**config.mk**
```make
export PLATFORM = sky130hd
export DESIGN_NAME = doodle_y_physics
export DESIGN_NICKNAME = d
export VERILOG_FILES = /design/src/rtl/doodle_y_physics.sv
export SDC_FILE = /design/constraint.sdc
export NUM_CORES = 1
export LEC_CHECK = 0
export ABC_AREA = 0
export CAP_MARGIN = 5
export CORE_UTILIZATION = 35
export CTS_CLUSTER_DIAMETER = 120
export CTS_CLUSTER_SIZE = 16
export DETAILED_ROUTE_END_ITERATION = 16
export SYNTH_ARGS = -nofsm -noshare
export SYNTH_HDL_FRONTEND = slang
export SYNTH_SLANG_ARGS = --single-unit
```
**constraint.sdc**
```tcl
create_clock -name clk -period 22.4 [get_ports clk]
set_input_delay 4.48 -clock clk [delete_from_list [all_inputs] [get_ports clk]]
set_output_delay 4.48 -clock clk [all_outputs]
set_load 0.01 [all_outputs]
```
**src/rtl/doodle_y_physics.sv**
```systemverilog
// rtl/doodle_y_physics.sv - vertical motion engine for the doodle (ride, fall, swept landing, death)
//
// Purpose: tracks the doodle's bottom row against NUM_PLAT platforms. While riding it follows
//   the ridden platform's top row. While falling it accelerates up to V_MAX per tick and
//   lands on the nearest platform crossed during the tick, so nothing is skipped at speed.
//   Floor and ceiling deaths are sticky until reset.
// Ports:
//   clk, rst      system clock, asynchronous active-low reset
//   tick          gravity strobe; motion only happens on tick cycles
//   terminated    freezes all state while high
//   plat_vpos     packed platform top rows, platform i at [i*POS_W +: POS_W]
//   plat_hpos     packed platform left columns
//   d_x           doodle left column
//   d_y           doodle bottom row
//   vel           downward velocity, 0..V_MAX
//   on_plat       high while riding a platform
//   plat_idx      platform being ridden
//   dead          sticky death flag
module doodle_y_physics #(
  parameter int NUM_PLAT   = 7,
  parameter int POS_W      = 10,
  parameter int SIZE       = 20,
  parameter int PLAT_W     = 75,
  parameter int V_MAX      = 6,
  parameter int SCREEN_H   = 480,
  parameter int CEIL       = 0,
  parameter int START_PLAT = 3,
  localparam int IDX_W     = (NUM_PLAT > 1) ? $clog2(NUM_PLAT) : 1
) (
  input  logic                      clk,
  input  logic                      rst,
  input  logic                      tick,
  input  logic                      terminated,
  input  logic [NUM_PLAT*POS_W-1:0] plat_vpos,
  input  logic [NUM_PLAT*POS_W-1:0] plat_hpos,
  input  logic [POS_W-1:0]          d_x,
  output logic [POS_W-1:0]          d_y,
  output logic [3:0]                vel,
  output logic                      on_plat,
  output logic [IDX_W-1:0]          plat_idx,
  output logic                      dead
);

  // One extra bit on every sum so comparisons never see wrap-around.
  localparam int W1 = POS_W + 1;

  typedef enum logic [1:0] {S_SPAWN, S_RIDE, S_FALL, S_DEAD} state_t;

  state_t           state, state_nxt;
  logic [POS_W-1:0] d_y_nxt;
  logic [3:0]       vel_nxt;
  logic [IDX_W-1:0] plat_idx_nxt;
  logic             dead_nxt;

  logic [W1-1:0]       vpos_e [NUM_PLAT];
  logic [W1-1:0]       hpos_e [NUM_PLAT];
  logic [NUM_PLAT-1:0] ovl;
  logic [W1-1:0]       dx_e, dy_e, nxt;

  logic [W1-1:0]    ride_v, ride_dy;
  logic             ride_ovl;
  logic             land_found;
  logic [W1-1:0]    land_v;
  logic [IDX_W-1:0] land_i;
  logic [3:0]       vel_inc;

  assign dx_e    = {1'b0, d_x};
  assign dy_e    = {1'b0, d_y};
  assign nxt     = dy_e + W1'(vel);
  assign vel_inc = (vel < 4'(V_MAX)) ? vel + 4'd1 : 4'(V_MAX);

  // Unpack buses and compute horizontal overlap with every platform.
  always_comb begin
    for (int i = 0; i < NUM_PLAT; i++) begin
      vpos_e[i] = {1'b0, plat_vpos[i*POS_W +: POS_W]};
      hpos_e[i] = {1'b0, plat_hpos[i*POS_W +: POS_W]};
      ovl[i]    = (dx_e + W1'(SIZE) > hpos_e[i]) && (dx_e < hpos_e[i] + W1'(PLAT_W));
    end
  end

  // Ridden platform lookup, written as a compare mux so a non-power-of-two
  // NUM_PLAT never indexes past the array.
  always_comb begin
    ride_v   = '0;
    ride_ovl = 1'b0;
    for (int i = 0; i < NUM_PLAT; i++) begin
      if (IDX_W'(i) == plat_idx) begin
        ride_v   = vpos_e[i];
        ride_ovl = ovl[i];
      end
    end
    ride_dy = ride_ovl ? ride_v - W1'(1) : dy_e;
  end

  // Swept landing: a platform is crossed this tick if its top row is below the
  // current bottom row and the doodle would reach the row above it. The nearest
  // (smallest vpos) wins; strict '<' keeps the lowest index on ties.
  always_comb begin
    land_found = 1'b0;
    land_v     = '0;
    land_i     = '0;
    for (int i = 0; i < NUM_PLAT; i++) begin
      if (ovl[i] && (dy_e < vpos_e[i]) && (nxt + W1'(1) >= vpos_e[i])) begin
        if (!land_found || (vpos_e[i] < land_v)) begin
          land_found = 1'b1;
          land_v     = vpos_e[i];
          land_i     = IDX_W'(i);
        end
      end
    end
  end

  always_comb begin
    state_nxt    = state;
    d_y_nxt      = d_y;
    vel_nxt      = vel;
    plat_idx_nxt = plat_idx;
    dead_nxt     = dead;
    if (!terminated) begin
      case (state)
        S_SPAWN: begin
          d_y_nxt      = POS_W'(vpos_e[START_PLAT] - W1'(1));
          plat_idx_nxt = IDX_W'(START_PLAT);
          vel_nxt      = 4'd0;
          state_nxt    = S_RIDE;
        end
        S_RIDE: begin
          if (tick) begin
            d_y_nxt = POS_W'(ride_dy);
            if (ride_ovl) begin
              vel_nxt = 4'd0;
            end else begin
              vel_nxt   = 4'd1;
              state_nxt = S_FALL;
            end
            // Top row = d_y - SIZE + 1; rearranged to stay non-negative.
            if (ride_dy + W1'(1) <= W1'(CEIL + SIZE)) begin
              dead_nxt  = 1'b1;
              state_nxt = S_DEAD;
            end
          end
        end
        S_FALL: begin
          if (tick) begin
            if (land_found) begin
              d_y_nxt      = POS_W'(land_v - W1'(1));
              plat_idx_nxt = land_i;
              vel_nxt      = 4'd0;
              state_nxt    = S_RIDE;
            end else if (nxt >= W1'(SCREEN_H)) begin
              dead_nxt  = 1'b1;
              state_nxt = S_DEAD;
            end else begin
              d_y_nxt = POS_W'(nxt);
              vel_nxt = vel_inc;
            end
          end
        end
        default: ;
      endcase
    end
  end

  always_ff @(posedge clk or negedge rst) begin
    if (!rst) begin
      state    <= S_SPAWN;
      d_y      <= '0;
      vel      <= '0;
      on_plat  <= 1'b0;
      plat_idx <= '0;
      dead     <= 1'b0;
    end else begin
      state    <= state_nxt;
      d_y      <= d_y_nxt;
      vel      <= vel_nxt;
      on_plat  <= (state_nxt == S_RIDE);
      plat_idx <= plat_idx_nxt;
      dead     <= dead_nxt;
    end
  end

endmodule

```
[Word-level counts from Yosys, hierarchy flattened]
Index checks and enable logic that the tools add are counted.
Cells by class
  add/sub/neg operators: 15
  $lt $le $gt $ge: 37
  eq/ne operators: 16
  mux-type cells: 82
  bitwise gates (word level): 1
  reduce and logical (&&, ||, !) cells: 41
Operators by type and width (number)
  $mux 11: 17
  $lt 10x11->1: 13
  $mux 10: 8
  $add 10x7->11 const B: 7
  $ge 11x10->1: 7
  $gt 11x10->1: 7
  $lt 10x10->1: 7
  $mux 3: 12
  $pmux 10 s3: 1
  $mux 1: 28
  $add 11x1->11 const B: 2
  $logic_and 1x1->1: 21
  $mux 4: 5
  $sub 10x1->10 const B: 2
  $mux 2: 7
  $ne 2x2->1 const B: 6
  $pmux 4 s3: 1
  $add 10x4->11: 1
  $add 10x5->11 const B: 1
  $ge 11x9->1 const B: 1
  $le 11x5->1 const B: 1
  $sub 11x1->11 const B: 1
  $eq 3x3->1 const A: 3
  $reduce_and 7->1: 1
  other kinds (19): 32
Word-level totals
  register bits: 21
  output and inout port bits: 19
  logic and storage cells: 198

[Logic depth before layout (Yosys ltp)]
  depth after elaboration: 35
  gate-level depth with buffers: 102
  depth with buffers taken out: 94

[Least setup slack after synthesis]
OpenSTA, ideal clock, no wires.
  kind: in2reg
  start point: input plat_hpos[0]
  end point: register d_y[6]
  arrival time: 20.272 ns
  required time: 22.272 ns
  slack: 1.999 ns
  cell stages on the path: 97
  buffers on the path: 10
  cells stage by stage: inv_1 -> ha_1 -> nand2b_1 -> and2_1 -> nor2_1 -> xnor2_1 -> ha_1 -> and3_1 -> a221o_1 -> a31oi_1 -> o22ai_1 -> nor3_1 -> o211a_1 -> buf_4 -> buf_4 -> nand2_1 -> ha_1 -> a21o_1 -> [61 not listed] -> nor2b_1 -> o21ai_0 -> nand2b_1 -> a21oi_1 -> o21ai_0 -> a21boi_0 -> and3_1 -> a22o_1 -> buf_6 -> clkbuf_1 -> mux2_2 -> ha_1 -> nand2_1 -> nor2_1 -> xnor2_1 -> a221o_1 -> a21oi_1 -> o22ai_1
Between the ends
  word-level cells in the longest chain between the ends: 34
Ends and longest elaborated chain
  from (decl): RTL line 35  | input logic [NUM_PLAT*POS_W-1:0] plat_hpos,
  $add 10x7->11: RTL line 77  | ovl[i] = (dx_e + W1'(SIZE) > hpos_e[i]) && (dx_e < hpos_e[i] + W1'(PLAT_W));
  $lt 10x11->1: RTL line 77
  $logic_and 1x1->1 (*): RTL line 77
  $logic_and 1x1->1 (2 in series): RTL line 103  | if (ovl[i] && (dy_e < vpos_e[i]) && (nxt + W1'(1) >= vpos_e[i])) begin
  $mux 10 / $mux 1 (equally long branches): RTL line 103
  $lt 10x11->1 / $logic_not 1->1 (equally long branches): RTL line 104  | if (!land_found || (vpos_e[i] < land_v)) begin
  $logic_or 1x1->1: RTL line 104
  $mux 11 / $mux 1 (equally long branches): RTL line 104
  [17 not listed]
  $lt 10x11->1 / $logic_not 1->1 (equally long branches): RTL line 104
  $logic_or 1x1->1: RTL line 104
  $mux 10: RTL line 104
  $mux 10: RTL line 103
  $sub 10x1->10: RTL line 146  | d_y_nxt = POS_W'(land_v - W1'(1));
  $mux 10: RTL line 145  | if (land_found) begin
  $mux 10: RTL line 144  | if (tick) begin
  $pmux 10 s3: RTL line 120  | case (state)
  to (signal assigned): RTL line 174  | d_y <= d_y_nxt;
  to (decl): RTL line 37  | output logic [POS_W-1:0] d_y,
Mark *: on every way between the ends. The rest lies on a longest branch, timed or not. The select of a mux whose other input is x is not followed.
A chain may end at the register's enable or synchronous reset.

[Worst setup path in the final report]
  start point: input plat_hpos[0]
  end point: register d_y[4]
Same word-level chain as after synthesis.

==> impl_metrics.json <==
{
  "synth-simple-area-share": 0.171,
  "synthesis.nets": 2179,
  "start_util": 0.354,
  "dp_slack_ns": 0.0826,
  "grt_use_total": 0.270,
  "die_y_um": 194,
  "crit_start": "plat_hpos[0]",
  "clock_sinks": 21,
  "cts_buffer_depth": 2,
  "fin_area_um2": 15600,
  "drive_above_1_share": 0.0726,
  "worstMarginPinSlew_ns": 1.20,
  "grt_max_degree": 32,
  "fin_ws_ns": 1.23,
  "fin_skew_ns": 0.00659,
  "rows": 70,
  "clock.fmax_mhz": 47.2,
  "cpMaxStageDelayCell": "clkdlybuf4s50_1",
  "final_common_cell": "ha_1",
  "via_per_inst": 5.97,
  "endpoint": "d_y[4]$_DFFE_PN0P_",
  "multiInputGateArea_um2": 11600,
  "drt_iter0_drc": 1048,
  "clk_latency_ns": 0.26,
  "synth_seq_cells": 21,
  "ant_nets": 0,
  "synth_largest_area_cell": "ha_1",
  "fillers": 3745,
  "core_um2": 36500,
  "synthArstFlopShare": 1.00,
  "setup_violations": 0,
  "yosysWarnings": 0,
  "fin_crit_sh": 0.945,
  "grt_util_met2": 0.449,
  "endpoint_kind": "flop",
  "period_needed_ns": 21.17,
  "portBuffers": 172,
  "syn2layout_area_growth_pct": 20.7,
  "rsz0062_at_grt": "false",
  "crit_arrival_ns": 21.27,
  "synthCells": 1675,
  "peakVddDrop_mv": 0.0545,
  "worstPathRequired_ns": 22.50,
  "drcViolationCount": 0,
  "met3_usage": 0.0254,
  "synth_cell_types": 100,
  "ff2ff_path_depth": 89,
  "grt_use_met1": 0.361,
  "dpl_cell_area_um2": 15400,
  "hold_depth": 1,
  "cts_root_buf": "clkbuf_16",
  "antenna_found_initial": 0,
  "postCtsHoldBufs": 0,
  "max_stage_delay_ns": 0.49,
  "numCtsBuffers": 3,
  "synth_area_per_cell_um2": 7.72,
  "ios": 173,
  "synth_top_area_share": 0.338,
  "hpwl_mm": 43.0,
  "p_per_area_nw_per_um2": 99.0,
  "synthAdderAreaFrac": 0.339,
  "fin_tns_setup_ns": 0,
  "hold_violations": 0,
  "mostFrequentLayoutCells": "ha_1, inv_1, clkdlybuf4s50_1, a21oi_1, o21ai_0",
  "clk_pin_slew_ns": 0.07,
  "drtPass1Iterations": 5,
  "nNetsFinal": 2378,
  "drv_slew": 0,
  "min_path_type": "reg -> reg",
  "cts_tree": "done",
  "power_w": 0.00155,
  "grt-ovfl-total": 0,
  "synthFlopType": "dfrtp_1",
  "synth_xor_area_frac": 0.0696,
  "netlist_area_um2": 12900,
  "gp_congestion": 0.997,
  "grt_busiest_layer": "met2",
  "timing.rr.start": "d_y[0]$_DFFE_PN0P_",
  "crit_path_max_fanout": 16,
  "finalCoreUtilization": 0.427,
  "critPathKind": "in -> reg",
  "maxCapViolCount": 0,
  "synth_mux_area_frac": 0.0506,
  "first_global_vias": 13700,
  "status": "complete, no violations",
  "die_area_um2": 37700,
  "diodes": 0,
  "crit_path_start_kind": "primary input",
  "r2r_slack_ns": 3.58,
  "vias": 14000,
  "timing.rr.end": "d_y[4]$_DFFE_PN0P_",
  "die_w_um": 194,
  "regArea_um2": 526,
  "yosysSeqAreaShare": 0.0406,
  "synth_top_family_by_area": "adder cells",
  "htreeDepth": 1,
  "max_slew_margin": 0.197,
  "power_leakage_nw": 7.22,
  "drt-total-wl_mm": 52.3,
  "synth_edf_count": 0,
  "synth_compound_area_frac": 0.262,
  "ys_top_cells_by_area": "ha_1, xnor2_1, inv_1, a21oi_1, o21ai_0",
  "grt_first_pass_wirelength_mm": 79.2,
  "wl_per_cell_um": 22.3
}
[through the flow]
| step | hold slack (ns) | std cells |
|---|---|---|
| floorplan | 0.513 | 1675 |
| global placement | 0.462 | 2326 |
| detailed placement | 0.477 | 2326 |
| CTS | 0.496 | 2330 |
| global route | 0.535 | 2341 |
| finish | 0.489 | 2341 |
[layer usage]
layer | share of wire | vias up | wire length (µm)
met3 | 0.072 | 113 | 3760
met1 | 0.44 | 6616 | 23200
met2 | 0.44 | 605 | 23200
met5 | 0 | - | 0
li1 | - | 6639 | -
met4 | 0.040 | 0 | 2100
[critical path: cells and delay by family]
kind / cells / cell delay (ns)
xor+xnor: 1 / 0.14
simple gates: 23 / 3.59
fa+ha+maj: 9 / 2.43
mux: 4 / 1.28
compound gates: 44 / 8.05
buf+inv: 7 / 1.28
[logic make-up after synthesis]
| group | after synthesis |
|---|---|
| multiplexers | 51 |
| flip-flops | 21 |
| XOR/XNOR | 102 |
| AO/OA/AOI/OAI | 506 |
| AND/OR/NAND/NOR | 433 |
| adder cells (fa/ha/maj) | 350 |
| buffers and inverters | 212 |
[registers in the layout, indices dropped and copies added (netlist names)]
signal and count:
vel 4, plat_idx 3, d_y 10, dead 1, on_plat 1, state 2
[repair_timing]
item,CTS,global route
resized for setup,0,20
endpoints found under the hold margin,0,0
buffers inserted,0,11
setup endpoints to repair,0,13
[worst min-delay path by stage]
stage | start | to | slack [ns]
final | dead$_DFFE_PN0P_ | dead$_DFFE_PN0P_ | 0.49
after detailed placement | dead$_DFFE_PN0P_ | dead$_DFFE_PN0P_ | 0.48
after CTS | dead$_DFFE_PN0P_ | dead$_DFFE_PN0P_ | 0.50
after global routing | dead$_DFFE_PN0P_ | dead$_DFFE_PN0P_ | 0.54
after global placement | dead$_DFFE_PN0P_ | dead$_DFFE_PN0P_ | 0.46
after floorplan | dead$_DFFE_PN0P_ | dead$_DFFE_PN0P_ | 0.51
[final cells by class]
type                            instances  share of cell area
Clock buffer                            3             0.00481
Multi-Input combinational cell       1442               0.744
Timing Repair Buffer                  226               0.137
Sequential cell                        21              0.0337
Tap cell                              468              0.0375
Inverter                              180              0.0433
Clock inverter                          1            0.000321
[synth_stat cells, types with 7 or more instances]
cell type and instances:
a2111oi_0 7, a211oi_1 28, a21boi_0 7, a21o_1 38, a21oi_1 116, a22oi_1 7, a31oi_1 26, and3_1 13
buf_4 8, clkbuf_1 14, dfrtp_1 21, ha_1 349, inv_1 179, mux2_2 21, mux2i_1 20, mux4_2 9
nand2_1 94, nand2b_1 27, nand3_1 59, nand4_1 21, nand4b_1 7, nor2_1 99, nor2b_1 29, nor3_1 33
nor4_1 8, o2111ai_1 10, o211a_1 8, o211ai_1 21, o21a_1 30, o21ai_0 112, o21ai_1 7, o22ai_1 11
o31ai_1 9, or3_1 7, or4_1 7, xnor2_1 85, xor2_1 16
[where the power goes]
part | internal, W | switching [W] | total [W] | leakage (nW)
clock | 0.0000241 | 0.0000167 | 0.0000408 | 0.0409
sequential | 0.0000539 | 0.0000174 | 0.0000713 | 0.251
combinational | 0.000579 | 0.000854 | 0.00143 | 6.92
total | 0.000657 | 0.000888 | 0.00155 | 7.22
Power figures use the tool's default switching activity.
